<file path="src/rtl/branch_predictor_pkg.sv">
// branch_predictor_pkg: shared counter encodings and FSM state codes for the branch predictor
package branch_predictor_pkg;

    localparam logic [1:0] BP_SNT = 2'b00;
    localparam logic [1:0] BP_WNT = 2'b01;
    localparam logic [1:0] BP_WT  = 2'b10;
    localparam logic [1:0] BP_ST  = 2'b11;

    typedef enum logic {
        BP_INIT = 1'b0,
        BP_RUN  = 1'b1
    } bp_state_t;

endpackage

</file>
<file path="src/rtl/bp_sat_counter.sv">
// bp_sat_counter: combinational 2-bit saturating increment/decrement
module bp_sat_counter
    import branch_predictor_pkg::*;
(
    input  logic [1:0] cnt,
    input  logic       inc,
    output logic [1:0] nxt
);

    // step toward strong-taken on inc, toward strong-not-taken otherwise, holding at the ends
    always_comb begin
        nxt = inc ? ((cnt == BP_ST)  ? BP_ST  : cnt + 2'd1)
                  : ((cnt == BP_SNT) ? BP_SNT : cnt - 2'd1);
    end

endmodule

</file>
<file path="src/rtl/branch_predictor.sv">
// branch_predictor: BHT of 2-bit counters plus tagged BTB; optional statistics under BP_STATS_EN
module branch_predictor
    import branch_predictor_pkg::*;
#(
    parameter int IDX_W = 6,
    parameter int TAG_W = 8
) (
    input  logic        clk,
    input  logic        rstn,
    input  logic [31:0] pc_F,
    output logic        pred_taken_F,
    output logic [31:0] pred_target_F,
    input  logic        upd_valid_D,
    input  logic [31:0] upd_pc_D,
    input  logic        upd_taken_D,
    input  logic [31:0] upd_target_D,
    input  logic        pred_taken_D,
    input  logic [31:0] pred_target_D,
    output logic        mispredict_D,
    output logic [31:0] redirect_pc_D,
    output logic        ready,
    output logic [31:0] stat_br,
    output logic [31:0] stat_mis
);

    localparam int DEPTH = 1 << IDX_W;

    logic [1:0]       cnt_tab [DEPTH];
    logic             val_tab [DEPTH];
    logic [TAG_W-1:0] tag_tab [DEPTH];
    logic [31:0]      tgt_tab [DEPTH];

    bp_state_t        state, state_nxt;
    logic [IDX_W-1:0] init_idx, init_idx_nxt;
    logic [IDX_W-1:0] f_idx, u_idx;
    logic [TAG_W-1:0] f_tag, u_tag;
    logic [1:0]       cnt_nxt;
    logic             hit;

    assign f_idx = pc_F[IDX_W+1:2];
    assign f_tag = pc_F[IDX_W+TAG_W+1:IDX_W+2];
    assign u_idx = upd_pc_D[IDX_W+1:2];
    assign u_tag = upd_pc_D[IDX_W+TAG_W+1:IDX_W+2];

    bp_sat_counter u_sat (
        .cnt (cnt_tab[u_idx]),
        .inc (upd_taken_D),
        .nxt (cnt_nxt)
    );

    // state and sweep pointer; reset restarts the initialisation sweep
    always_ff @(posedge clk or negedge rstn) begin
        if (!rstn) begin
            state    <= BP_INIT;
            init_idx <= '0;
        end else begin
            state    <= state_nxt;
            init_idx <= init_idx_nxt;
        end
    end

    // sweep every entry once, then stay in RUN
    always_comb begin
        state_nxt    = state;
        init_idx_nxt = init_idx;
        if (state == BP_INIT) begin
            init_idx_nxt = init_idx + 1'b1;
            state_nxt    = (init_idx == IDX_W'(DEPTH - 1)) ? BP_RUN : BP_INIT;
        end
    end

    // tables carry no reset so they stay RAM-shaped; INIT clears them, RUN trains them
    always_ff @(posedge clk) begin
        if (state == BP_INIT) begin
            cnt_tab[init_idx] <= BP_WNT;
            val_tab[init_idx] <= 1'b0;
            tag_tab[init_idx] <= '0;
            tgt_tab[init_idx] <= '0;
        end else if (upd_valid_D) begin
            cnt_tab[u_idx] <= cnt_nxt;
            if (upd_taken_D) begin
                val_tab[u_idx] <= 1'b1;
                tag_tab[u_idx] <= u_tag;
                tgt_tab[u_idx] <= upd_target_D;
            end
        end
    end

    // fetch lookup, gated off until the sweep completes
    always_comb begin
        hit           = val_tab[f_idx] & (tag_tab[f_idx] == f_tag);
        pred_taken_F  = (state == BP_RUN) & cnt_tab[f_idx][1] & hit;
        pred_target_F = pred_taken_F ? tgt_tab[f_idx] : pc_F + 32'd4;
        ready         = (state == BP_RUN);
    end

    // D-stage redirect, live in both states
    always_comb begin
        mispredict_D  = upd_valid_D & ((pred_taken_D != upd_taken_D) |
                        (upd_taken_D & (pred_target_D != upd_target_D)));
        redirect_pc_D = upd_taken_D ? upd_target_D : upd_pc_D + 32'd4;
    end

`ifdef BP_STATS_EN
    // resolved-branch and misprediction counts, wrapping at 2^32
    always_ff @(posedge clk or negedge rstn) begin
        if (!rstn) begin
            stat_br  <= '0;
            stat_mis <= '0;
        end else begin
            if (upd_valid_D)  stat_br  <= stat_br + 32'd1;
            if (mispredict_D) stat_mis <= stat_mis + 32'd1;
        end
    end
`else
    assign stat_br  = '0;
    assign stat_mis = '0;
`endif

endmodule

</file>
<file path="config.mk">
export PLATFORM = sky130hd
export DESIGN_NAME = branch_predictor
export DESIGN_NICKNAME = d
export VERILOG_FILES = /design/src/rtl/branch_predictor_pkg.sv /design/src/rtl/bp_sat_counter.sv /design/src/rtl/branch_predictor.sv
export SDC_FILE = /design/constraint.sdc
export NUM_CORES = 2
export LEC_CHECK = 0
export CORE_MARGIN = 2
export CORE_UTILIZATION = 30
export DETAILED_ROUTE_END_ITERATION = 12
export GPL_TIMING_DRIVEN = 1
export PLACE_DENSITY_LB_ADDON = 0.2
export SLEW_MARGIN = 20
export SYNTH_ARGS = -nofsm -noshare
export SYNTH_HDL_FRONTEND = slang
export SYNTH_SLANG_ARGS = --single-unit
</file>
<file path="constraint.sdc">
create_clock -name clk -period 4.8 [get_ports clk]
set_input_delay 0.96 -clock clk [delete_from_list [all_inputs] [get_ports clk]]
set_output_delay 0.96 -clock clk [all_outputs]
set_load 0.01 [all_outputs]
</file>
# == After elaboration in Yosys (flattened, before gate mapping) ==
# Memory sizes are Yosys's and may differ from the RTL's.
# Cells that the tools add are included.
# word_totals
reg_bits,7
ramBits,2752
inputBits,133
out_inout_bits,131
word_cells,54
mem_count,4
# memory_table
name,depth,word_bits,read_ports,rd_clocked_by_memory_dff,write_ports,line,source
tgt_tab,64,32,1,0,1,branch_predictor.sv:31,logic [31:0] tgt_tab [DEPTH];
tag_tab,64,8,1,0,1,branch_predictor.sv:30,logic [TAG_W-1:0] tag_tab [DEPTH];
cnt_tab,64,2,2,0,1,branch_predictor.sv:28,logic [1:0] cnt_tab [DEPTH];
val_tab,64,1,1,0,1,branch_predictor.sv:29,logic val_tab [DEPTH];
# classes
add_sub_neg,5
eq_ne,5
mux,27
bitwise,6
reduce_logical,5
# op_table
cell,count
2-to-1 mux 32 bit,3
"adder 32 x 3 -> 32 bit, second input constant",2
!= test 32 bit,1
OR reduction 32 bit,1
2-to-1 mux 6 bit,4
2-to-1 mux 1 bit,15
== test 8 bit,1
2-to-1 mux 2 bit,4
2-to-1 mux 8 bit,1
OR reduction 8 bit,1
"adder 6 x 1 -> 6 bit, second input constant",1
"== test 6 bit, second input constant",1
bitwise AND 1 bit,5
"adder 2 x 1 -> 2 bit, second input constant",1
"== test 2 bit, second input constant",1
logical NOT 2 bit,1
OR reduction 2 bit,1
"subtractor 2 x 1 -> 2 bit, second input constant",1
!= test 1 bit,1
OR 1 bit,1
OR reduction 1 bit,1

# == Longest topological paths before layout ==
# logic_depth
depth_word,6
mapped_depth,15
ltp_nobuf,9

# == Cells and area by module ==
# Synthesis repeated with hierarchy kept, for this count alone.
# unflattened
hier_cells,4843
hier_area_um2,109117.2
# modules_own_cells
module,instances,cells_per_inst,area_each_um2,seq_area_each_um2
branch_predictor,1,4840,109090.9,82814.4
bp_sat_counter,1,3,26.3,0.0

# == Worst setup path before layout ==
# Ideal clock, no wire load.
# synth_path
path_type,input to register
from,in upd_pc_D[2]
to,mem cnt_tab[0][0] (data pin)
setup_time_ns,0.530
arrival_time_ns,4.625
required_ns,4.270
setup_slack_ns,-0.355
cell_stages,10
path_buffers,3
cell_sequence,clkbuf_1 buf_2 buf_1 mux4_2 o22ai_1 a21oi_1 a21oi_1 a21o_1 a21oi_1 o21bai_1
# synth_via
elab_chain_len,5
word_cells_on_any_way,9
classes_between,add/sub: 2; eq/ne: 1; mux: 4; reduce/logical: 1; memory: 1
# synth_rtl
element,line,source
start: declaration,branch_predictor.sv:14,"input logic [31:0] upd_pc_D,"
memory (64 x 2 bit) (*),--,
"subtractor 2 x 1 -> 2 bit, or another cell as far along",bp_sat_counter.sv:13,: ((cnt == BP_SNT) ? BP_SNT : cnt - 2'd1);
2-to-1 mux 2 bit (on tied branches),"bp_sat_counter.sv:13, bp_sat_counter.sv:12",
2-to-1 mux 2 bit (*),bp_sat_counter.sv:12,nxt = inc ? ((cnt == BP_ST) ? BP_ST : cnt + 2'd1)
2-to-1 mux 2 bit (no source line) (*),--,
end: declaration,branch_predictor.sv:28,
# Mark *: on every way between the ends. The rest lies on a longest branch, timed or not.

# == Worst setup path after layout ==
# layout_path
from,in pc_F[2]
to,out pred_target_F[3]
# layout_via
elab_chain_len,5
word_cells_on_any_way,10
classes_between,add/sub: 1; eq/ne: 1; mux: 1; bitwise: 3; memory: 4
# layout_rtl
element,line,source
start: declaration,branch_predictor.sv:10,"input logic [31:0] pc_F,"
memory (64 x 8 bit),--,
== test 8 bit,branch_predictor.sv:91,hit = val_tab[f_idx] & (tag_tab[f_idx] == f_tag);
bitwise AND 1 bit,branch_predictor.sv:91,
bitwise AND 1 bit,branch_predictor.sv:92,pred_taken_F = (state == BP_RUN) & cnt_tab[f_idx][1] & hit;
2-to-1 mux 32 bit (*),branch_predictor.sv:93,pred_target_F = pred_taken_F ? tgt_tab[f_idx] : pc_F + 32'd4;
end: declaration,branch_predictor.sv:12,"output logic [31:0] pred_target_F,"
# Marks and branches as above.

==> run_results.csv <==
group,metric,value,unit
status,status,"complete, but fails checks",
status,violations,"setup timing",
power_and_ir_drop,pwr-share-comb,3.7,%
power_and_ir_drop,clockPowerShare,45.2,%
timing,finalCritPeriodShare,109,%
placement,dpl.hpwl,211000,um
power_and_ir_drop,p_int,40.3,mW
logic_synthesis,yosysTopAreaCell,"edfxtp_1",
global_route,grt_pass1_wl,495000,um
cts,clockBufferDepth,4,
detailed_routing,ant_nets,0,
cells_and_area,nNetsFinal,5844,
global_route,grt_usage,19.5,%
logic_synthesis,synth-xor-area-share,0.777,%
cts,holdBufCountCts,0,
die,io_pins,264,
worst_setup_path,path_class,"primary input to primary output",
logic_synthesis,synth_top_flop_cell,"edfxtp_1",
logic_synthesis,syn_inst,4880,
power_and_ir_drop,switching_share,21.0,%
timing,max_slew.worst_pin.slew,1090,ps
global_route,grt.overflow.total,0,
logic_synthesis,synth_cell_types,69,
power_and_ir_drop,p_leak,35.2,nW
cells_and_area,area.growth.synth_to_final,21.8,%
logic_synthesis,ys_top_cells_by_area,"edfxtp_1, mux4_2, mux2i_1",
worst_setup_path,required,3840,ps
worst_setup_path,r2r_slack,1100,ps
cts,cts_made_buffers,306,
timing,slew_viol_final,0,
flow_run,drv_cap,0,
cts,clock_latency,920,ps
worst_setup_path,r2r_start,"ready$_DFF_PN0_",
logic_synthesis,synth_top_area_share,75.6,%
die,start_util,30.2,%
die,die_area,0.369,mm2
die,core.rowCount,221,
logic_synthesis,synth_compound_area_share,1.32,%
timing,rsz0062_at_grt,"true",
power_and_ir_drop,p_switching,10.7,mW
logic_synthesis,synth_area,0.109,mm2
timing,fin_tns_setup,-12820,ps
cts,clk_pin_slew,60,ps
detailed_routing,wl,367000,um
worst_setup_path,cp-start-kind,"primary input",
worst_setup_path,crit_fanout,11,
cells_and_area,final_util,36.7,%
cells_and_area,final_cells,10700,
logic_synthesis,synth_seq_cells,2759,
logic_synthesis,muxShareOfSynthArea,18.3,%
detailed_routing,drc,0,
global_route,grt_pass1_vias,57100,
detailed_routing,vias,55900,
placement,gp_congestion,0.800,
timing,setup_ws,-453,ps
global_route,grt_start_max_net_pins,101,
cells_and_area,drive_gt1_share,34.2,%
detailed_routing,vias_per_cell,5.20,
worst_setup_path,endpoint_kind,"primary output",
logic_synthesis,synth_top_family_by_area,"multiplexers",
worst_hold_path,hold_class,"primary input to asynchronous set/reset pin",
detailed_routing,wl_per_cell,34.2,um
detailed_routing,drtIter0Drc,6348,
logic_synthesis,synth-edff-count,2752,
worst_setup_path,r2r_end,"tgt_tab[62][14]$_DFFE_PP_",
placement,dp.cells,10200,
logic_synthesis,yosys.area_share.simple,2.23,%
die,die_x,608,um
cts,cts_max_level,5,
timing,hold_viol_final,0,
power_and_ir_drop,peakVddDrop,0.328,mV
die,fp.dieH,608,um
global_route,antenna_found_initial,25,
detailed_routing,drt-pass1-iter-count,5,
timing,setup_viol,33,
cts,root_buffer,"clkbuf_16",
logic_synthesis,yosys_warnings,0,
power_and_ir_drop,power.density,383,mW/mm2
logic_synthesis,yosysSeqAreaShare,75.7,%
logic_synthesis,synthArstFlopShare,0.254,%
worst_setup_path,crit_arrival,4290,ps
placement,port_buffers,199,
logic_synthesis,synth_fa_ha_area_share,0.0343,%
die,coreArea,0.363,mm2
timing,maxSlewHeadroom,27.1,%
cts,cts_tree,"done",
placement,preCtsSetupSlack,-1260,ps
timing,fin_crit,5250,ps
timing,clock.fmax,0.190,GHz
logic_synthesis,synth.avg_cell_area,22.4,um2
power_and_ir_drop,p_seq_share,51.2,%
cells_and_area,fillers,33000,
worst_setup_path,r2r.worst_path.cells,5,
timing,skew,46.4,ps
power_and_ir_drop,total_power,51.0,mW
cts,cts_sinks,2759,
## synth_stat cells, types with 43 or more instances
library cell  number
edfxtp_1        2752
mux4_2           823
nor2_1           175
nand2_1          140
clkbuf_1         102
buf_2             95
mux2i_1           86
buf_4             79
nand3_1           53
xor2_1            50
o21ai_0           49
xnor2_1           47
and2_1            43
## power groups by stage
stage	registers (mW)	clock network (mW)	logic, mW
after floorplan	26.6	0	0.943
after global placement	26.6	0	1.79
after detailed placement	26.6	0	1.79
after CTS	26.1	23.5	1.90
after global routing	26.1	24.4	1.96
final	26.1	23.0	1.87
## registers in the layout, summed over array words and instances (netlist names)
name and flops:
tgt_tab 2048, ready 1, tag_tab 512, val_tab 64
init_idx 6, cnt_tab 128
## cells by family after synthesis
kind of cell    after synthesis
simple gates                522
other cells                   1
flops                      2759
buf+inv                     333
mux                         955
compound gates              210
xor+xnor                     97
fa+ha+maj                     3
## layout make-up
cell class	count	area [um2]	area share (%)
diodes	3	7.51	0.00564
clock buffers	378	8060	6.05
clock inverters	161	1620	1.22
inverters	13	61.3	0.0460
multi-input cells	1851	25800	19.3
flip-flops and latches	2759	82800	62.2
well taps	4794	6000	4.50
repair buffers	777	8890	6.67
## worst max path at each step
stage | startpoint | end | slack (ps) | cells after the start
final | pc_F[2] | pred_target_F[3] | -450 | 16
after floorplan | pc_F[3] | pred_target_F[1] | 60 | 10
after CTS | tag_tab[20][4]$_DFFE_PP_ | pred_target_F[10] | -420 | 11
after detailed placement | pc_F[3] | pred_target_F[17] | -1260 | 13
after global placement | pc_F[3] | pred_target_F[17] | -1320 | 13
after global routing | tag_tab[18][4]$_DFFE_PP_ | pred_target_F[3] | -450 | 11
## critical path, cell delays in order
cell and delay, ps:
buf_16 150, buf_12 160, buf_4 160, buf_16 180
mux4_2 340, mux2i_1 70, buf_4 160, o211ai_1 310
o31ai_2 160, o31a_1 300, a211oi_4 270, nand4b_4 150
buf_12 180, clkbuf_16 200, mux2_4 330, buf_6 140
## cell usage in the layout, fill, tap and decap left out, types with 18 or more instances in the layout
| cell | instances |
|---|---|
| edfxtp_1 | 2752 |
| mux4_2 | 823 |
| buf_4 | 387 |
| clkbuf_16 | 313 |
| buf_12 | 148 |
| clkdlybuf4s50_1 | 147 |
| nand2_1 | 140 |
| nor2_1 | 111 |
| mux2i_1 | 84 |
| clkinv_1 | 68 |
| clkbuf_1 | 66 |
| nor2_4 | 64 |
| conb_1 | 64 |
| nand3_1 | 53 |
| xor2_1 | 50 |
| buf_6 | 49 |
| xnor2_1 | 47 |
| o21ai_0 | 44 |
| and2_2 | 40 |
| clkinv_2 | 38 |
| mux2_4 | 27 |
| bufinv_16 | 26 |
| a21oi_1 | 24 |
| nand4_1 | 20 |
| mux2_2 | 19 |
| buf_16 | 19 |
| o22ai_1 | 18 |
| o221ai_1 | 18 |
## per-stage QoR
step                cell area [um2]  hold WS (ps)
global route                 133000           461
detailed placement           122000           608
finish                       133000           490
floorplan                    110000           496
CTS                          133000           413
global placement             122000           603
## metal layers
metal | wire [um] | global-route usage (%) | up-vias
li1 | - | - | 22300
met1 | 153000 | 26.2 | 31100
met2 | 184000 | 33.3 | 2067
met3 | 22500 | 3.12 | 428
met4 | 7370 | 3.97 | 8
met5 | 46 | 0 | -
## timing repair
action | 4_1_cts | 5_1_grt
buffers inserted | 23 | 4
resized for setup | 207 | 47
gates cloned | 13 | 1
pin swaps | 2 | 5
hold endpoints to repair | 0 | 0
setup endpoints to repair | 48 | 39
Power figures use the tool's default switching activity.
